### config.mk
export PLATFORM = sky130hd
export DESIGN_NAME = fetch_sequencer
export DESIGN_NICKNAME = d
export VERILOG_FILES = /design/src/rtl/fetch_sequencer.sv
export SDC_FILE = /design/constraint.sdc
export NUM_CORES = 1
export LEC_CHECK = 0
export ABC_AREA = 1
export CAP_MARGIN = 20
export CORE_ASPECT_RATIO = 1.75
export CORE_UTILIZATION = 38
export DETAILED_ROUTE_END_ITERATION = 12
export PLACE_DENSITY = 0.79
export SLEW_MARGIN = 20
export SYNTH_ARGS = -nofsm -noshare
export SYNTH_HDL_FRONTEND = slang
export SYNTH_SLANG_ARGS = --single-unit
export TNS_END_PERCENT = 50
### constraint.sdc
create_clock -name Clock -period 1.95 [get_ports Clock]
set_input_delay 0.4875 -clock Clock [delete_from_list [all_inputs] [get_ports Clock]]
set_output_delay 0.4875 -clock Clock [all_outputs]
set_load 0.02 [all_outputs]
### src/rtl/fetch_sequencer.sv
// Two-byte instruction fetch sequencer: pulls a little-endian 16-bit word from a
// byte-wide memory, stepping the PC once per accepted byte, with a per-byte timeout.
module fetch_sequencer #(
    parameter int TIMEOUT = 15
) (
    input  logic        Clock,
    input  logic        Reset,
    input  logic        Start,
    input  logic [15:0] Address,
    input  logic        MemReady,
    input  logic [7:0]  MemData,
    output logic        MemRead,
    output logic [15:0] MemAddr,
    output logic [2:0]  ARF_FunSel,
    output logic [2:0]  ARF_RegSel,
    output logic [15:0] IROut,
    output logic        IRValid,
    output logic        Busy,
    output logic        Error
);
    localparam logic [3:0] TMO = 4'(TIMEOUT);

    typedef enum logic [1:0] {IDLE, LSB, MSB, DONE} state_t;

    state_t      state_q;
    logic [3:0]  wait_q;
    logic [15:0] ir_q;
    logic        valid_q;
    logic        err_q;
    logic        fetching;
    logic        accept;

    always_ff @(posedge Clock) begin
        if (Reset) begin
            state_q <= IDLE;
            wait_q  <= '0;
            ir_q    <= '0;
            valid_q <= 1'b0;
            err_q   <= 1'b0;
        end else begin
            valid_q <= 1'b0;
            case (state_q)
                IDLE: if (Start) begin
                    state_q <= LSB;
                    err_q   <= 1'b0;
                    wait_q  <= '0;
                end
                LSB, MSB: begin
                    // A byte arriving on the last allowed wait cycle still wins over the timeout.
                    if (MemReady) begin
                        wait_q <= '0;
                        if (state_q == LSB) begin
                            ir_q[7:0] <= MemData;
                            state_q   <= MSB;
                        end else begin
                            ir_q[15:8] <= MemData;
                            state_q    <= DONE;
                            valid_q    <= 1'b1;
                        end
                    end else if (wait_q == TMO) begin
                        err_q   <= 1'b1;
                        state_q <= IDLE;
                    end else begin
                        wait_q <= wait_q + 4'd1;
                    end
                end
                DONE:    state_q <= IDLE;
                default: state_q <= IDLE;
            endcase
        end
    end

    // Reset masks the bus and PC strobes so an interrupted fetch cannot bump the PC.
    assign fetching   = (state_q == LSB || state_q == MSB) && !Reset;
    assign accept     = fetching && MemReady;
    assign MemRead    = fetching;
    assign MemAddr    = fetching ? Address : 16'h0000;
    assign ARF_RegSel = accept ? 3'b011 : 3'b111;
    assign ARF_FunSel = accept ? 3'b001 : 3'b000;
    assign Busy       = (state_q != IDLE) && !Reset;
    assign IROut      = ir_q;
    assign IRValid    = valid_q;
    assign Error      = err_q;

endmodule

==> results of run 1 <==
## layout make-up
| class | instances | area (µm²) | area share |
|---|---|---|---|
| clock buffers | 3 | 41.29 | 0.01971 |
| well taps | 43 | 53.80 | 0.02569 |
| flip-flops and latches | 24 | 483.0 | 0.2306 |
| multi-input cells | 116 | 615.6 | 0.2939 |
| repair buffers | 78 | 715.7 | 0.3417 |
| inverters | 40 | 155.1 | 0.07407 |
| clock inverters | 1 | 30.03 | 0.01434 |
## metal layers
metal / GRT usage / share of wire
met5: 0 / 0
met4: 0.1061 / 0.024
met3: 0.04138 / 0.079
met2: 0.3729 / 0.55
met1: 0.1836 / 0.35
## worst register-to-register path, cell delays in order, from the launching register on
cell and delay (ns):
dfxtp_2 0.35, inv_2 0.05, ha_4 0.27, buf_6 0.10
buf_4 0.12, nand3_2 0.24, o21ai_0 0.26, a21oi_1 0.06
## how the worst max path moves through the flow
stage	startpoint	to	slack (ns)	depth (start not counted)
finish	state_q[1]	MemRead	0.02	5
global route	state_q[1]	MemAddr[15]	-0.03	7
CTS	state_q[1]	MemRead	-0.006	5
detailed placement	Reset	MemAddr[14]	-0.54	5
global placement	Reset	MemAddr[0]	-0.48	5
floorplan	state_q[0]	MemAddr[10]	0.009	8
## where the power goes
group          switching [mW]  internal (mW)
Combinational           0.768          0.601
Sequential             0.0733          0.617
Clock                   0.163          0.275
## logic make-up (layout without fill, tap and decap cells)
kind of cell | count (synthesis) | after routing | synth area share
AND/OR/NAND/NOR | 77 | 77 | 0.2701
other | 2 | 4 | 0.005961
adder cells (fa/ha/maj) | 4 | 4 | 0.03972
flip-flops | 24 | 24 | 0.3813
buffers and inverters | 50 | 122 | 0.1778
AO/OA/AOI/OAI | 31 | 31 | 0.1251
## through the flow
step / hold WS [ns] / total power, mW / utilization / cells
final: 0.4439 / 2.497 / 0.6667 / 305
after global placement: 0.4283 / 1.995 / 0.6479 / 299
after floorplan: 0.4706 / 1.489 / - / 190
after CTS: 0.4451 / 2.469 / 0.6563 / 303
after detailed placement: 0.4354 / 2.031 / 0.6479 / 299
after global routing: 0.4659 / 2.654 / 0.6667 / 305
## flip-flops by register name (all words and copies together), names as in the netlist
register  flops
IROut        16
wait_q        4
state_q       2
Error         1
IRValid       1
## cells in the final DEF (no fill, tap or decap), types with 2 or more instances in the layout
master            n
buf_12            2
inv_2             7
dfxtp_1          22
nor2_2           11
nor2_1           33
a21oi_1          13
nand2_1          13
nor2_4            3
buf_4            23
nand3_1           8
ha_1              3
inv_1            32
dfxtp_2           2
conb_1            4
o21ai_0          16
clkdlybuf4s50_1  44
buf_2             6
nand2_2           5
clkbuf_8          3
## what timing repair did
item	CTS	global route
hold endpoints to repair	0	0
hold buffers	0	0
endpoints found under the setup margin	20	19
gates resized for setup	94	9
pin swaps	0	1
buffers inserted	0	2
==> results.md, run 1 <==
* Final Hold Viols at 0
* Part of the cycle the worst path needs at 0.9922
* Crit path max-delay family: buffers and inverters
* CORE AREA at 0.003142 mm²
* Status: finished clean
* Clock tree buffer depth at 2
* Worst R2R End: IROut[6]
* Fraction of registers with async set/reset at 0
* Power Density at 1192 mW/mm²
* Maximum vdd ir drop at 0.9664 mV
* PnR worst setup slack at 0.01529 ns
* Final #Nets at 295
* Largest net degree at the start of global routing at 24
* Initial drt markers at 9
* WL/cell at 10.83 µm
* Layout Area Growth over Synthesis at 66.24%
* Diodes inserted at 0
* Final WL at 3302 µm
* Global placement routability congestion at 0.8452
* H-tree depth at 1
* Die width at 45.53 µm
* Synth Flop Type: dfxtp_1
* RSZ-0062 raised after global routing: true
* Sequential-to-total area share from yosys stat at 0.3813
* Post-DP HPWL at 2483 µm
* CTS tree: built
* Count leader, synth: nor2_1
* Startpoint Class: flip-flop
* First-pass GRT wire length at 5292 µm
* Drc violations at 0
* Synth unique cells at 22
* Clk sinks at 24
* Ys Warns at 0
* EDFF count, synth at 0
* Worst R2R Start: state_q[1]
* List of most frequent post-synthesis cells: nor2_1, inv_1, dfxtp_1
* Grt ovf at 0
* WHS Endpoint: IROut[4]
* Worst Skew at 0.002785 ns
* Clk slew on worst S/H paths at 0.08 ns
* Period minus WS final at 1.935 ns
* P_leak at 1.000 nW
* Register bit total from synthesis at 24
* Crit-path cells: inv_2, ha_4, inv_2, nor2_4, dlygate4sd2_1
* Vias in the first global route at 1266
* CP endpoint kind: output pin
* Syn avg cell area at 6.702 µm²
* Yosys top cell by area: dfxtp_1
* CTS buffer count at 3
* Post-Syn Instances at 188
* Die H at 78.17 µm
* 1st-pass router iterations at 4
* Required @ worst endpoint at 1.46 ns
* Reg2Reg Depth at 7
* Final ANT Viol Nets at 0
* TNS Setup at 0 ns
* Overall Global Routing Usage at 0.1994
* Final instance area at 0.002095 mm²
* HP Start: IROut[4]
* CP arrival at 1.45 ns
* Crit-path max FO at 2
* CP max stage delay at 0.35 ns
* Buffers plus inverters on the worst setup path at 3
* Clk root buf: clkbuf_8
* Setup Crit Path Kind: flip-flop to output pin
* Max_cap viols at 0
* Worst hold path cell count at 2
* Hold/Removal Path Class: flip-flop to flip-flop
* Share of layout cells above drive strength 1 at 0.2595
* Vias post-DR at 1344
* Ports at 70
* Endpoints failing setup at 0
* R2R setup slack at 0.40 ns
* Top post-synthesis cells by area: dfxtp_1, nor2_1, inv_1
* Worst skew pair latency at 0.27 ns
* FMAX at 0.5169 GHz
* Row count at 27
* Slowest cell on the critical path: dfxtp_2
* Synth top area share at 0.3813
* Die area at 0.003559 mm²
* Max Slew Vio Count at 0
* Setup WS pre-CTS at -0.5372 ns
* Most frequent cell on the critical path: inv_2
* I/O Buffers at 65
* Vias/cell at 4.407
* Initial antenna violation count at 0
* DP Area at 0.002036 mm²
* Fillers at 262
* Synth Cell Area at 0.001260 mm²
* Initial Util at 0.4010
No activity file was read; power rests on OpenSTA's default activity.
==> inputs of run 2 (changes only) <==
--- a/config.mk
+++ b/config.mk
@@ -5,12 +5,13 @@
 export SDC_FILE = /design/constraint.sdc
 export NUM_CORES = 1
 export LEC_CHECK = 0
-export ABC_AREA = 1
 export CAP_MARGIN = 20
 export CORE_ASPECT_RATIO = 1.75
 export CORE_UTILIZATION = 38
+export CTS_CLUSTER_SIZE = 24
 export DETAILED_ROUTE_END_ITERATION = 12
-export PLACE_DENSITY = 0.79
+export PLACE_DENSITY = 0.8
+export RECOVER_POWER = 25
 export SLEW_MARGIN = 20
 export SYNTH_ARGS = -nofsm -noshare
 export SYNTH_HDL_FRONTEND = slang
==> run 2 against run 1 <==
Net effect: the run now ends with setup timing left; global-route usage down 0.96 points; sequential power down 13%; first-iteration DRC count up 130%; non-clock buffer count down 2; utilization up 2.5 points; flip-flop and latch count unchanged; wire length down 9.5%; area after synthesis down 3.2%; synthesized cell count down 29%; critical endpoint is now MemAddr[4].
==> results.md, run 2 <==
* Final Hold Viols at 0 (unchanged)
* Required @ worst endpoint at 1.46 ns (about the same)
* Drc violations at 0 (unchanged)
* Overall Global Routing Usage at 0.1898 (was 0.1994)
* TNS Setup at -0.03579 ns (was 0 ns)
* Final ANT Viol Nets at 0 (unchanged)
* Status: finished, violations left (was finished clean)
* Startpoint Class: flip-flop (unchanged)
* DR WL met2 at 1713 µm (was 1807 µm)
* Register bit total from synthesis at 24 (unchanged)
* Grt ovf at 0 (unchanged)
* FMAX at 0.5106 GHz (was 0.5169 GHz)
* Hold/Removal Path Class: flip-flop to flip-flop (unchanged)
* Initial antenna violation count at 0 (unchanged)
* Util after Layout at 0.6919 (was 0.6667)
* PnR worst setup slack at -0.008342 ns (was 0.01529 ns)
* Die width at 44.83 µm (was 45.53 µm)
* Global placement routability congestion at 0.7907 (was 0.8452)
* Failing checks: setup timing
* I/O Buffers at 65 (unchanged)
* Count leader, synth: dfxtp_1 (was nor2_1)
* Setup WS pre-CTS at -0.5247 ns (was -0.5372 ns)
* Clk root buf: clkbuf_8 (unchanged)
* CP max stage delay at 0.35 ns (about the same)
* Post-DP HPWL at 2397 µm (was 2483 µm)
* Worst skew pair latency at 0.26 ns (was 0.27 ns)
* Max reg flops at 16 (unchanged)
* Sequential-to-total area share from yosys stat at 0.3938 (was 0.3813)
* Syn avg cell area at 9.104 µm² (was 6.702 µm²)
* Most frequent cells in the layout: clkdlybuf4s50_1, dfxtp_1, nor2_1, mux2i_1, buf_6 (was clkdlybuf4s50_1, nor2_1, inv_1, buf_4, dfxtp_1)
* Max_cap viols at 0 (unchanged)
* Crit-path cells: inv_2, ha_4, nor2b_4, buf_12, and2_1, buf_6 (was inv_2, ha_4, inv_2, nor2_4, dlygate4sd2_1)
* List of most frequent post-synthesis cells: dfxtp_1, nor2_1, mux2i_1 (was nor2_1, inv_1, dfxtp_1)
* Top post-synthesis cells by area: dfxtp_1, mux2i_1, and2_1 (was dfxtp_1, nor2_1, inv_1)
* Met3 WL post-DR at 219 µm (was 260 µm)
* Synth Cell Area at 0.001220 mm² (was 0.001260 mm²)
* Vias post-DR at 1209 (was 1344)
* Non-Filler Instances at 247 (was 305)
* Final #Nets at 238 (was 295)
* H-tree depth at 1 (unchanged)
* Period minus WS final at 1.958 ns (was 1.935 ns)
* Clk slew on worst S/H paths at 0.09 ns (was 0.08 ns)
* Initial Util at 0.4076 (was 0.4010)
* CTS tree: built (unchanged)
* P_leak at 0.9462 nW (was 1.000 nW)
* # Post-CTS Setup Buffers at 0 (unchanged)
* Clk sinks at 24 (unchanged)
* CP endpoint kind: output pin (unchanged)
* Slowest cell on the critical path: dfxtp_2 (unchanged)
* Clock tree buffer depth at 2 (unchanged)
* Ys Warns at 0 (unchanged)
* Largest net degree at the start of global routing at 26 (was 24)
* Diodes inserted at 0 (unchanged)
* Metal1 wirelength at 1030 µm (was 1154 µm)
* DR top layer: met4 (unchanged)
* Vias/cell at 4.895 (was 4.407)
* DP Cell Count at 243 (was 299)
* Crit-path max FO at 18 (was 2)
* Initial drt markers at 21 (was 9)
* Ports at 70 (unchanged)
* Die H at 76.96 µm (was 78.17 µm)
* CTS buffer count at 3 (unchanged)
* Die area at 0.003450 mm² (was 0.003559 mm²)
* Hold Slack at 0.5096 ns (was 0.4439 ns)
* Slew margin rel. at 0.5671
* First-pass GRT wire length at 5154 µm (was 5292 µm)
* Max Slew Vio Count at 0 (unchanged)
* 1st-pass router iterations at 4 (unchanged)
* Final WL at 2987 µm (was 3302 µm)
* Share of layout cells above drive strength 1 at 0.2732 (was 0.2595)
* Setup Crit Path Kind: flip-flop to output pin (unchanged)
* Fraction of registers with async set/reset at 0 (unchanged)
* Endpoints failing setup at 6 (was 0)
* Layout Area Growth over Synthesis at 69.74% (was 66.24%)
* Part of the cycle the worst path needs at 1.004 (was 0.9922)
* Worst Skew at 0.002378 ns (was 0.002785 ns)
* CORE AREA at 0.002993 mm² (was 0.003142 mm²)
* Worst-margin pin slew at 0.6493 ns
* Vias in the first global route at 1266 (unchanged)
* WL/cell at 12.09 µm (was 10.83 µm)
* Power Density at 1119 mW/mm² (was 1192 mW/mm²)
* Yosys top cell by area: dfxtp_1 (unchanged)
* Synth unique cells at 33 (was 22)
* RSZ-0062 raised after global routing: true (unchanged)
* Post-Syn Instances at 134 (was 188)
* Maximum vdd ir drop at 0.6358 mV (was 0.9664 mV)
* Leading cell type in the layout, fill and taps excluded: clkdlybuf4s50_1 (unchanged)
* CP arrival at 1.47 ns (was 1.45 ns)
* Synth Flop Type: dfxtp_1 (unchanged)
* Synth top area share at 0.3938 (was 0.3813)
* Fillers at 261 (was 262)
* Row count at 26 (was 27)
* EDFF count, synth at 0 (unchanged)
run 2: cell families (layout without fill, tap and decap cells):
group	count (synthesis)	in the layout	synth area share
compound gates	13	13	0.07591
mux	19	19	0.1610
simple gates	58	58	0.2554
buf+inv	14	83	0.06667
flops	24	24	0.3938
other cells	2	4	0.006156
fa+ha+maj	4	4	0.04103
run 2: final timing paths:
check                  start    endpoint  slack, ns  depth (start not counted)
setup / recovery  state_q[1]  MemAddr[4]     -0.008                          6
hold / removal     IROut[14]   IROut[14]       0.51                          2
setup reg to reg  state_q[1]   IROut[10]       0.11                          7
hold reg to reg    IROut[14]   IROut[14]       0.51                          2
run 2: per-layer routing:
metal | vias to the layer above | track usage
met5 | - | 0
met4 | 0 | 0.06364
met3 | 2 | 0.03059
met2 | 57 | 0.3662
met1 | 563 | 0.1895
li1 | 587 | -
run 2: critical path: cells and delay by family, from the launching register on:
kind                     cells  cell delay (ns)
AND/OR/NAND/NOR              2             0.29
flip-flops                   1             0.35
buffers and inverters        3             0.31
adder cells (fa/ha/maj)      1             0.25
run 2: cell type report:
cell class | count | area, µm² | area share
timing repair buffer | 76 | 749.5 | 0.3619
multi-input combinational | 98 | 703.2 | 0.3396
sequential | 24 | 483.0 | 0.2332
tap | 42 | 52.55 | 0.02538
clock buffer | 3 | 41.29 | 0.01994
clock inverter | 1 | 30.03 | 0.01450
inverter | 3 | 11.26 | 0.005438
run 2: per-stage QoR:
step | total power, mW | area, µm²
2_1_floorplan | 1.324 | 1232
3_3_place_gp | 1.815 | 1971
3_5_place_dp | 1.847 | 1971
4_1_cts | 2.356 | 2087
5_1_grt | 2.468 | 2071
6_report | 2.317 | 2071
run 2: power by group:
| group | switching [mW] | leakage, nW | internal (mW) | total [mW] |
|---|---|---|---|---|
| Sequential | 0.0389 | 0.195 | 0.561 | 0.600 |
| Clock | 0.162 | 0.0357 | 0.274 | 0.436 |
| Combinational | 0.610 | 0.715 | 0.671 | 1.28 |
| Total | 0.811 | 0.946 | 1.51 | 2.32 |
run 2: repair_timing:
item,in CTS,in global routing
pin swaps,1,3
endpoints found under the setup margin,20,18
resized for setup,126,4
endpoints found under the hold margin,0,0
hold buffers,0,0
